<file path="config.mk">
export PLATFORM = sky130hd
export DESIGN_NAME = zsy_disp_scan
export DESIGN_NICKNAME = d
export VERILOG_FILES = /design/src/rtl/zsy_disp_pkg.sv /design/src/rtl/zsy_disp_scan_hex7seg.sv /design/src/rtl/zsy_disp_scan.sv
export SDC_FILE = /design/constraint.sdc
export NUM_CORES = 1
export LEC_CHECK = 0
export ABC_CLOCK_PERIOD_IN_PS = 3100
export CAP_MARGIN = 25
export CORE_MARGIN = 3
export CORE_UTILIZATION = 54
export CTS_CLUSTER_SIZE = 30
export DETAILED_ROUTE_END_ITERATION = 10
export PLACE_DENSITY_LB_ADDON = 0.12
export SETUP_SLACK_MARGIN = 0.5
export SYNTH_ARGS = -nofsm -noshare
export SYNTH_HDL_FRONTEND = slang
export SYNTH_SLANG_ARGS = --single-unit
</file>
<file path="constraint.sdc">
create_clock -name CP -period 3.1 [get_ports CP]
set_input_delay 0.31 -clock CP [delete_from_list [all_inputs] [get_ports CP]]
set_output_delay 0.31 -clock CP [all_outputs]
set_load 0.02 [all_outputs]
</file>
<file path="src/rtl/zsy_disp_pkg.sv">
// zsy_disp_pkg
// Shared constants and types for the zsy_cp1 four-digit seven-segment
// scan controller: blank/off patterns, the digit-index type and the
// hex-to-segment glyph table (segments {g,f,e,d,c,b,a}, active-low).
package zsy_disp_pkg;

   localparam logic [6:0] SEG_BLANK = 7'h7F;
   localparam logic [3:0] DIG_OFF   = 4'hF;

   typedef logic [1:0] dig_idx_t;

   localparam dig_idx_t IDX_LAST = 2'd3;

   // Element [n] is the glyph for hex digit n.
   localparam logic [15:0][6:0] HEX_SEG = {
      7'h0E,   // F
      7'h06,   // E
      7'h21,   // d
      7'h46,   // C
      7'h03,   // b
      7'h08,   // A
      7'h10,   // 9
      7'h00,   // 8
      7'h78,   // 7
      7'h02,   // 6
      7'h12,   // 5
      7'h19,   // 4
      7'h30,   // 3
      7'h24,   // 2
      7'h79,   // 1
      7'h40    // 0
   };

endpackage

</file>
<file path="src/rtl/zsy_disp_scan_hex7seg.sv">
// zsy_hex7seg
// Purely combinational hex-to-seven-segment decoder, active-low outputs.
// Ports:
//   nib  in  4 : hex digit
//   seg  out 7 : segments {g,f,e,d,c,b,a}, 0 = lit
module zsy_hex7seg
   import zsy_disp_pkg::*;
(
   input  logic [3:0] nib,
   output logic [6:0] seg
);

   assign seg = HEX_SEG[nib];

endmodule

</file>
<file path="src/rtl/zsy_disp_scan.sv">
// zsy_disp_scan
// Time-multiplexed scan controller for the four-digit common-anode
// seven-segment display. Holds a 16-bit image plus four decimal points and
// lights one digit per slot of CLK_DIV cycles. A req/ack handshake swaps
// in a new image only at a frame boundary, so frames are never torn.
//
// Build option: define ZSY_LZB_EN for leading-zero blanking of dig1..dig3.
//
// Ports:
//   CP          in  1  : clock, rising edge
//   MR          in  1  : asynchronous reset, active-low
//   val         in  16 : image, [15:12] -> dig1 ... [3:0] -> dig4
//   dp_in       in  4  : decimal points, bit 3 -> dig1 ... bit 0 -> dig4
//   upd_req     in  1  : update request, held until upd_ack
//   upd_ack     out 1  : one-cycle pulse, image accepted
//   dig1..dig4  out 1  : digit enables, active-low
//   Y           out 7  : segments {g,f,e,d,c,b,a}, active-low
//   dp          out 1  : decimal point, active-low
//   frame       out 1  : one-cycle pulse per frame boundary
//
// State table (scan position, advanced on tick):
//   idx | meaning
//   0   | dig1 slot (frame start)
//   1   | dig2 slot
//   2   | dig3 slot
//   3   | dig4 slot; tick here is the frame boundary (reset state)
module zsy_disp_scan
   import zsy_disp_pkg::*;
#(
   parameter int CLK_DIV = 2500
)(
   input  logic        CP,
   input  logic        MR,
   input  logic [15:0] val,
   input  logic [3:0]  dp_in,
   input  logic        upd_req,
   output logic        upd_ack,
   output logic        dig1,
   output logic        dig2,
   output logic        dig3,
   output logic        dig4,
   output logic [6:0]  Y,
   output logic        dp,
   output logic        frame
);

   localparam int            PW      = (CLK_DIV > 2) ? $clog2(CLK_DIV) : 1;
   localparam logic [PW-1:0] PC_LAST = PW'(CLK_DIV - 1);

   logic [PW-1:0] pc;
   dig_idx_t      idx;
   dig_idx_t      idx_nx;
   logic [15:0]   disp;
   logic [15:0]   disp_nx;
   logic [3:0]    dpr;
   logic [3:0]    dpr_nx;
   logic          tick;
   logic          fb;
   logic          load;
   logic [3:0]    nib;
   logic          dp_sel;
   logic [6:0]    seg;
   logic          blank;
   logic [3:0]    dig_r;

   assign tick = (pc == PC_LAST);
   assign fb   = tick && (idx == IDX_LAST);
   assign load = fb && upd_req;

   // Outputs are driven from next-state values so that an image accepted
   // at the frame boundary already shows on dig1 at that same edge.
   always_comb begin
      idx_nx  = idx + 2'd1;
      disp_nx = load ? val   : disp;
      dpr_nx  = load ? dp_in : dpr;
   end

   always_comb begin
      nib    = disp_nx[3:0];
      dp_sel = dpr_nx[0];
      case (idx_nx)
         2'd0: begin nib = disp_nx[15:12]; dp_sel = dpr_nx[3]; end
         2'd1: begin nib = disp_nx[11:8];  dp_sel = dpr_nx[2]; end
         2'd2: begin nib = disp_nx[7:4];   dp_sel = dpr_nx[1]; end
         default: begin nib = disp_nx[3:0]; dp_sel = dpr_nx[0]; end
      endcase
   end

   zsy_hex7seg u_dec (
      .nib (nib),
      .seg (seg)
   );

`ifdef ZSY_LZB_EN
   // A digit is blank while every digit from dig1 up to and including it is
   // zero with its decimal point off; dig4 always shows.
   always_comb begin
      logic lead;
      lead  = 1'b1;
      blank = 1'b0;
      for (int k = 0; k < 3; k++) begin
         lead = lead && (disp_nx[15-4*k -: 4] == 4'h0) && !dpr_nx[3-k];
         if (idx_nx == dig_idx_t'(k)) blank = lead;
      end
   end
`else
   assign blank = 1'b0;
`endif

   always_ff @(posedge CP or negedge MR) begin
      if (!MR) begin
         pc      <= '0;
         idx     <= IDX_LAST;
         disp    <= '0;
         dpr     <= '0;
         dig_r   <= DIG_OFF;
         Y       <= SEG_BLANK;
         dp      <= 1'b1;
         upd_ack <= 1'b0;
         frame   <= 1'b0;
      end else begin
         upd_ack <= load;
         frame   <= fb;
         if (tick) begin
            pc   <= '0;
            idx  <= idx_nx;
            disp <= disp_nx;
            dpr  <= dpr_nx;
            if (blank) begin
               dig_r <= DIG_OFF;
               Y     <= SEG_BLANK;
               dp    <= 1'b1;
            end else begin
               dig_r <= ~(4'b1000 >> idx_nx);
               Y     <= seg;
               dp    <= ~dp_sel;
            end
         end else begin
            pc <= pc + PW'(1);
         end
      end
   end

   assign dig1 = dig_r[3];
   assign dig2 = dig_r[2];
   assign dig3 = dig_r[1];
   assign dig4 = dig_r[0];

endmodule
</file>
Yosys cells after proc, flatten, opt, wreduce, memory -nomap -nowiden
Memory sizes are Yosys's and may differ from the RTL's. A register that Yosys moved wholly into a read port is not among the register bits.
Index checks and enable logic that the tools add are counted.
- add/subtract/negate cells: 2
- eq/ne operators: 4
- shift-type cells: 1
- mux-type cells: 5
- bitwise gates (word level): 2
- reduce and logical (&&, ||, !) cells: 4
- operators by type and width (kind ; number):
    2-to-1 mux 16 bit ; 1
    adder 12 x 1 -> 12 bit (second input constant) ; 1
    == test 12 bit (second input constant) ; 1
    2-to-1 mux 12 bit ; 1
    one-hot mux 4 bit (3 select lines) ; 1
    == test 2 bit (second input constant) ; 2
    2-to-1 mux 4 bit ; 1
    NOT 4 bit ; 1
    right shift 4 x 2 -> 4 bit (first input constant) ; 1
    one-hot mux 1 bit (3 select lines) ; 1
    adder 2 x 1 -> 2 bit (second input constant) ; 1
    == test 2 x 1 -> 1 bit (second input constant) ; 1
    logical AND 1 bit ; 2
    zero test 2 bit ; 1
    zero test 1 bit ; 1
    NOT 1 bit ; 1
- register bits: 41
- ROM bits: 112
- output and inout bits: 14
- word-level logic and storage cells: 27
- memories kept: 1
- memory list (memory ; words ; bits a word ; read ports ; clocked after memory_dff ; write ports ; RTL line ; text):
    (no name shown) ; 16 ; 7 ; 1 ; 1 ; 0 ; zsy_disp_scan_hex7seg.sv:13 ; assign seg = HEX_SEG[nib];

Logic depth before layout (Yosys ltp)
- depth in word-level cells: 6
- depth in mapped cells: 12
- gate-level depth less buffers: 11

Hierarchy
From an unflattened synthesis, not the netlist that was laid out.
- cell total of the unflattened synthesis: 212
- area total of the unflattened synthesis: 2382.3 um^2
- modules (own cells, without submodules) (module ; instances ; cells an instance ; area an instance (um^2)):
    zsy_disp_scan ; 1 ; 180 ; 2107.0
    zsy_hex7seg ; 1 ; 32 ; 275.3

Worst setup path before layout
No wires, ideal clock.
- path type: reg2reg
- from: register pc[0]
- to: register Y[1]
- data arrival time: 2.680 ns
- data required time: 3.017 ns
- setup slack: 0.336 ns
- cell stages (with the launch flop): 13
- buffers on the path: 1
- clock period less this slack: 2.764 ns
- path through: dfrtp_1 -> ha_1 -> nor4b_4 -> nand4_4 -> buf_6 -> mux2_1 -> a22oi_1 -> o2bb2a_1 -> inv_1 -> ha_1 -> inv_1 -> a211oi_1 -> a221o_1
- longest elaborated chain between the ends: 5
- RTL lines (element ; RTL line ; text):
    start: declaration ; zsy_disp_scan.sv:50 ; logic [PW-1:0] pc;
    start signal: assignment ; zsy_disp_scan.sv:139 ; pc <= pc + PW'(1);
    == test 12 bit (*) ; zsy_disp_scan.sv:66 ; assign tick = (pc == PC_LAST);
    logical AND 1 bit ; zsy_disp_scan.sv:67 ; assign fb = tick && (idx == IDX_LAST);
    logical AND 1 bit ; zsy_disp_scan.sv:68 ; assign load = fb && upd_req;
    2-to-1 mux 16 bit ; zsy_disp_scan.sv:74 ; disp_nx = load ? val : disp;
    one-hot mux 4 bit (3 select lines) ; zsy_disp_scan.sv:81 ; case (idx_nx)
    end: declaration ; zsy_disp_scan.sv:42 ; output logic [6:0] Y,
Every way passes the cells marked *; elsewhere a longest branch is shown, timed or not.
A chain may end at the register's enable or synchronous reset.

Final worst setup path
- from: register pc[2]
- to: register Y[4]
The elaborated chain is that of the path after synthesis.

==> results.py <==
metrics = {
    "outcome": {
        "outcome": "finished clean",
    },
    "sta": {
        "setup_viol": 0,
        "tightest_slew_ns": 0.650,
        "report.final.slew_viol_count": 0,
        "setup_tns_ns": 0,
        "finClkSkew_ns": 0.00645,
        "layout_setup_ws_ns": 0.341,
        "slew_headroom_pct": 56.7,
        "max_freq_ghz": 0.362,
        "hold_viol_final": 0,
        "period_share_pct": 89.0,
        "period_needed_ns": 2.76,
        "rsz0062_at_grt": "true",
    },
    "min_path": {
        "holdPathStages": 2,
        "worstHoldStart": "dp$_DFFE_PN1N_",
        "min_path_type": "reg2reg",
    },
    "placement": {
        "gp_routability_congestion": 0.911,
        "pre_cts_ws_ns": 0.148,
        "post-dp-hpwl_um": 3570,
        "placed_cells": 291,
        "port_buffers": 36,
    },
    "critical_path": {
        "critPathMaxFanout": 8,
        "critPathKind": "reg2reg",
        "worst_setup_path_start_kind": "register",
        "reg2reg_depth": 8,
        "critical_path.startpoint": "pc[2]$_DFF_PN0_",
        "worstSetupPathDepth": 8,
        "crit_chain": "nor4b_4 > nand4_4 > buf_4 > mux2_2 > a221o_1 > a211o_1 > o31a_1 > o31ai_2",
        "worst_path_largest_cell_delay_ns": 0.47,
        "cpLargestDelayFamily": "compound AO/OA/AOI/OAI gates",
        "crit_buf_inv": 1,
        "crit_slowest_cell": "dfrtp_1",
        "critPathRequiredTime_ns": 3.32,
        "crit_path_end_kind": "register",
        "rr_startpoint": "pc[2]$_DFF_PN0_",
        "cp.arrival_ns": 2.98,
    },
    "pwr": {
        "p_leak_nw": 1.51,
        "power_density_nw_per_um2": 352,
        "seqPwrFrac_pct": 55.4,
        "power.total_mw": 1.13,
        "p_comb_share_pct": 4.1,
        "clkPwrFrac_pct": 40.5,
        "peakVddDrop_uv": 272,
        "switching_share_pct": 21.1,
        "power.switching_uw": 238,
        "intPower_uw": 893,
    },
    "die": {
        "num_rows": 23,
        "start_util_pct": 58.2,
        "fp.dieW_um": 73.1,
        "die-height_um": 73.1,
        "core_area_um2": 4170,
        "dieArea_um2": 5340,
        "io_pins": 37,
    },
    "yosys": {
        "synth_adder_area_share_pct": 6.69,
        "synth-compound-area-share_pct": 11.5,
        "synth-seq-area-share_pct": 50.2,
        "yosysWarnings": 0,
        "synth-edff-count": 0,
        "synthesis.area_um2": 2430,
        "ys.flop_type": "dfrtp_1",
        "syn-instance-count": 212,
        "yosys_register_bits": 48,
        "yosys.area_share.simple_pct": 13.3,
        "synth_mux_area_share_pct": 10.8,
        "syn_nets": 248,
        "synthDistinctLibCells": 42,
        "async_flop_share_pct": 100,
        "synth.avg_cell_area_um2": 11.5,
        "synth_xor_area_share_pct": 3.96,
        "synth_top_family_by_area": "simple AND/OR/NAND/NOR gates",
    },
    "run": {
        "maxCapViolations": 0,
    },
    "cts": {
        "cts_made_buffers": 5,
        "insertion_delay_ns": 0.30,
        "clockBufferDepth": 2,
        "htree_levels": 2,
        "clockRootBuffer": "clkbuf_8",
        "cts.sinks": 48,
        "cts_tree": "built",
        "path_clk_slew_ns": 0.09,
    },
    "drt": {
        "ant_nets": 0,
        "routed_via_density": 5.70,
        "routed_wl_um": 5490,
        "first_pass_iters": 7,
        "drt_iter0_drc": 130,
        "wl_per_cell_um": 17.2,
        "drc": 0,
        "num_vias": 1825,
    },
    "cells_and_area": {
        "fillCellCount": 286,
        "fin_cells": 320,
        "fin_nets": 305,
        "post-route-util_pct": 77.1,
        "n_antenna_cell": 0,
        "final_layout_size_suffix_gt1_share_pct": 31.5,
        "syn_to_final_growth_pct": 32.4,
    },
    "global_route": {
        "grt_pass1_vias": 1841,
        "antenna_found_initial": 0,
        "grt_first_pass_wirelength_um": 9010,
        "grt_overflow_total": 0,
        "grt_max_degree": 49,
        "grt_usage_pct": 21.7,
    },
}
-- synth_stat cells, drive strengths merged (4+ instances only) --
| cell type | instances | area [um^2] |
|---|---|---|
| a21oi | 4 | 20.0 |
| a22oi | 4 | 30.0 |
| a31oi | 4 | 25.0 |
| and2 | 6 | 37.5 |
| buf | 4 | 25.0 |
| clkbuf | 6 | 22.5 |
| dfrtp | 34 | 851 |
| dfstp | 14 | 368 |
| ha | 13 | 163 |
| inv | 10 | 37.5 |
| mux2 | 18 | 203 |
| mux2i | 6 | 60.1 |
| nand2 | 22 | 82.6 |
| nand3 | 9 | 45.0 |
| nor2 | 13 | 48.8 |
| o21ai | 7 | 35.0 |
| xnor2 | 7 | 61.3 |
| xor2 | 4 | 35.0 |
-- state kept, by name (all words and copies together), names as in the netlist --
name,flops
frame,1
dig_r,4
upd_ack,1
Y,7
idx,2
disp,16
dp,1
dpr,4
pc,12
-- power groups by stage --
stage,registers (mW),clock network [mW],logic (mW)
floorplan,0.638,0,0.000830
global placement,0.638,0,0.0423
detailed placement,0.638,0,0.0422
CTS,0.627,0.469,0.0428
global route,0.627,0.492,0.0500
finish,0.627,0.459,0.0461
-- tightest hold or removal path: stages (launching register included) --
cell and delay [ns]:
dfstp_2 0.38, nand2_1 0.04, o21ai_1 0.05
-- per-layer routing --
layer,up-vias,GRT usage (%),share of wire (%)
met4,0,6.76,1.4
met3,10,4.68,5.2
met1,901,29.6,46
met5,-,0,0
li1,858,-,-
met2,56,34.7,48
-- cells by family (layout without fill, tap and decap cells) --
family	count (synthesis)	count (layout)
and+or+nand+nor	59	59
DFF	48	48
AOI/OAI and AO/OA	37	37
muxes	24	24
buffers and inverters	20	78
adders and majority gates	13	13
xor gates and xnor gates	11	11
-- cell type report --
type / count / area, um^2 / area share, %
Tap cell: 50 / 62.6 / 1.94
Clock buffer: 5 / 68.8 / 2.14
Multi-Input combinational cell: 144 / 1230 / 38.1
Inverter: 10 / 40.0 / 1.24
Clock inverter: 3 / 42.5 / 1.32
Sequential cell: 48 / 1220 / 37.9
Timing Repair Buffer: 60 / 558 / 17.3
-- per-stage QoR --
step | instance area (um^2) | hold WS [ns]
final | 3220 | 0.466
after global routing | 3220 | 0.480
after CTS | 3160 | 0.223
after detailed placement | 2860 | 0.456
after global placement | 2860 | 0.449
after floorplan | 2470 | 0.0144
-- worst paths after layout --
kind,end,slack (ns)
setup / recovery,Y[4]$_DFFE_PN1N_,0.34
hold / removal,dp$_DFFE_PN1N_,0.47
setup reg to reg,Y[4]$_DFFE_PN1N_,0.34
hold reg to reg,dp$_DFFE_PN1N_,0.47
max in group asynchronous,Y[5]$_DFFE_PN1N_,2.04
min in group asynchronous,pc[2]$_DFF_PN0_,0.49
-- cells in the final DEF (no fill, tap or decap), drive strengths merged, types with 4 or more instances in the layout --
cell type	Yosys	routed
clkbuf	6	5
mux2	18	18
and2	6	6
a31oi	4	4
xor2	4	4
a21oi	4	4
mux2i	6	6
nor2	13	13
clkdlybuf4s50	0	35
a22oi	4	4
inv	10	10
buf	4	24
ha	13	13
dfrtp	34	34
o21ai	7	7
nand3	9	9
xnor2	7	7
dfstp	14	14
nand2	22	22
-- repair_timing --
action                     in CTS  in global routing
hold endpoints to repair        0                  9
buffers inserted               18                  1
setup endpoints to repair       7                  8
hold buffers                    0                  1
pin swaps                      16                  9
gates resized for setup        10                  5
Note: power is estimated with default switching activity, not from simulation.
==> edit, RTL diff (same settings) <==
`CLK_DIV`: 2500 -> 1250.
--- a/src/rtl/zsy_disp_scan.sv
+++ b/src/rtl/zsy_disp_scan.sv
@@ -29,3 +29,3 @@
 #(
-   parameter int CLK_DIV = 2500
+   parameter int CLK_DIV = 1250
 )(
Behaviour: no difference found for any inputs over 10 cycles, from zero or initial values; that may be too few to reach the edited logic, so the function may still have changed.
==> edit against the unedited design <==
  * Clock skew increased by 0.0019 ns
  * Area after synthesis rose by 1.6%
  * Non-clock buffer count shrank 8
  * Power down 11%
  * First-iteration DRC count up 20%
  * Via count decreased by 2.8%
  * Clock power fell by 24%
  * Cell area decreased by 2.9%
  * Sequential cell count down 1
  * Setup slack got worse by 0.20 ns
  * Sequential share of layout area grew 0.32 points
  * Wire length fell by 6.8%
  * Critical endpoint is now Y[3]
==> edit: results (changes against the unedited design) <==
Route
  – Via count: 1774 (-2.8%)
  – Routed wire per std cell: 16.2 um (-5.7%)
  – Wire length on met2: 2.52 mm (-4.1%)
  – Post-Route M1 WL: 2.31 mm (-7.8%)
  – DR pass1 iterations: 4 (-3)
  – Total length of routed met3 wires: 222 um (-22%)
  – Initial DRC Count: 156 (+20%)
  – WL final: 5.12 mm (-6.8%)

Worst hold path
  – Worst min path class: primary input to async pin

Placement
  – Routability congestion estimate: 0.870 (-4.5%)
  – Post-Place Worst Slack: -0.0517 ns (-0.200 ns)
  – HPWL after DPL: 3.64 mm (+1.8%)

Finish
  – Layout fillers: 296 (+3.5%)
  – Biggest regs: disp x16, pc x11, Y x7
  – Layout cell share with drive strength beyond 1: 0.267 (-0.0479)
  – NumNets Final: 302 (-0.98%)

GRT
  – Largest net degree at the start of global routing: 48 (-2.0%)
  – Antenna violations before repair: 0 (unchanged)
  – GRT Overall Usage: 0.209 (-0.00838)
  – First-pass GRT wire length: 8.68 mm (-3.7%)

Synth
  – Syn Area/Cell: 11.4 um2 (-0.23%)
  – Top cells by count, synth: dfrtp_1 (33), nand2_1 (21), dfstp_2 (14), ha_1 (14), inv_1 (13)
  – Sequential fraction of the synthesis area: 0.483 (-0.0183)
  – Syn nets: 253 (+2.0%)
  – Distinct cells, synth: 47 (+12%)
  – Top FF cell, synth: dfrtp_1
  – Largest cells by area after synthesis: dfrtp_1 (33%), dfstp_2 (15%), ha_1 (7.1%)

Clocking
  – H-tree Lvls: 2 (unchanged)

Timing
  – Fmax: 0.338 GHz (-6.8%)
  – Clock skew: 0.00831 ns (+0.00187 ns)
  – Tightest Pin Transition: 0.567 ns (-0.0824 ns)

Pwr
  – Max IR drop VDD: 0.000291 V (+7.3%)
  – Static Leak: 1.39 nW (-7.5%)

Critical path
  – Reg2reg start: pc[1]
  – RR Endpoint: Y[3]
  – Slack of the worst reg-to-reg path: 0.14 ns (-0.20 ns)
  – CP arrival: 3.16 ns (+0.18 ns)
  – Worst-path maximum fanout: 11 (+3)

Outcome
  – Status: completed
edit: changes by cell type after synthesis, sizes merged, moves of 2 or more:
| cell | unedited run | this run |
|---|---|---|
| inv | 10 | 14 |
| and2 | 6 | 3 |
| o211ai | 1 | 4 |
| o21ai | 7 | 10 |
| a211o | 2 | 0 |
| nand3 | 9 | 7 |
| nor4 | 0 | 2 |
| nor4b | 2 | 0 |
| o211a | 0 | 2 |
| xor2 | 4 | 2 |
edit: how the worst max path moves through the flow:
stage	startpoint	end	slack, ns	cells past startpoint
3_5_place_dp	pc[1]	Y[2]	-0.05	12
2_1_floorplan	pc[1]	Y[3]	-0.06	12
5_1_grt	pc[1]	Y[2]	-0.03	12
3_3_place_gp	pc[1]	Y[3]	0.04	12
4_1_cts	pc[1]	Y[2]	0.07	12
6_report	pc[1]	Y[3]	0.14	13
edit: worst max-delay path, cell delays in order, from the launching register on:
cell      delay, ns
dfrtp_1        0.38
inv_1          0.05
ha_1           0.12
or4b_4         0.47
nor4_4         0.20
buf_12         0.18
mux2_4         0.31
a22oi_2        0.20
o2bb2a_4       0.19
inv_4          0.07
ha_1           0.22
o21bai_1       0.17
o211a_1        0.12
o31ai_1        0.19
edit: where the power goes:
| group | leakage, nW | switching (mW) | internal (mW) |
|---|---|---|---|
| logic | 0.760 | 0.0177 | 0.0276 |
| registers | 0.592 | 0 | 0.613 |
| clock network | 0.0422 | 0.190 | 0.158 |
edit: metal layers:
metal,global-route usage,up-vias
met4,0.0563,0
met5,0,-
met2,0.347,46
met3,0.0479,7
met1,0.275,861
li1,-,860
edit: what timing repair did:
action                     4_1_cts  5_1_grt
hold buffers                     0        1
hold endpoints to repair         0        3
pin swaps                        2        0
buffers inserted                 2        0
resized for setup                0        8
setup endpoints to repair        8        8
edit: final cells by class:
class	instances	area, um2	share of cell area
inverter	14	55.1	0.0176
timing repair buffer	52	503	0.161
sequential	47	1190	0.382
multi-input combinational	145	1230	0.393
tap	50	62.6	0.0200
clock inverter	1	5.00	0.00160
clock buffer	7	76.3	0.0244
edit: cell families (layout without fill, tap and decap cells):
group / after synthesis / after routing / synth area share
adder cells (fa/ha/maj): 14 / 14 / 0.0709
multiplexers: 22 / 22 / 0.0978
XOR/XNOR: 9 / 9 / 0.0319
AND/OR/NAND/NOR: 57 / 57 / 0.135
flip-flops: 47 / 47 / 0.483
buffers and inverters: 24 / 74 / 0.0501
AO/OA/AOI/OAI: 43 / 43 / 0.131
edit: through the flow:
stage / instance area [um2] / hold slack (ns)
global route: 3120 / 0.362
global placement: 2980 / 0.451
CTS: 3080 / 0.224
detailed placement: 2980 / 0.457
floorplan: 2530 / 0.0144
finish: 3120 / 0.348
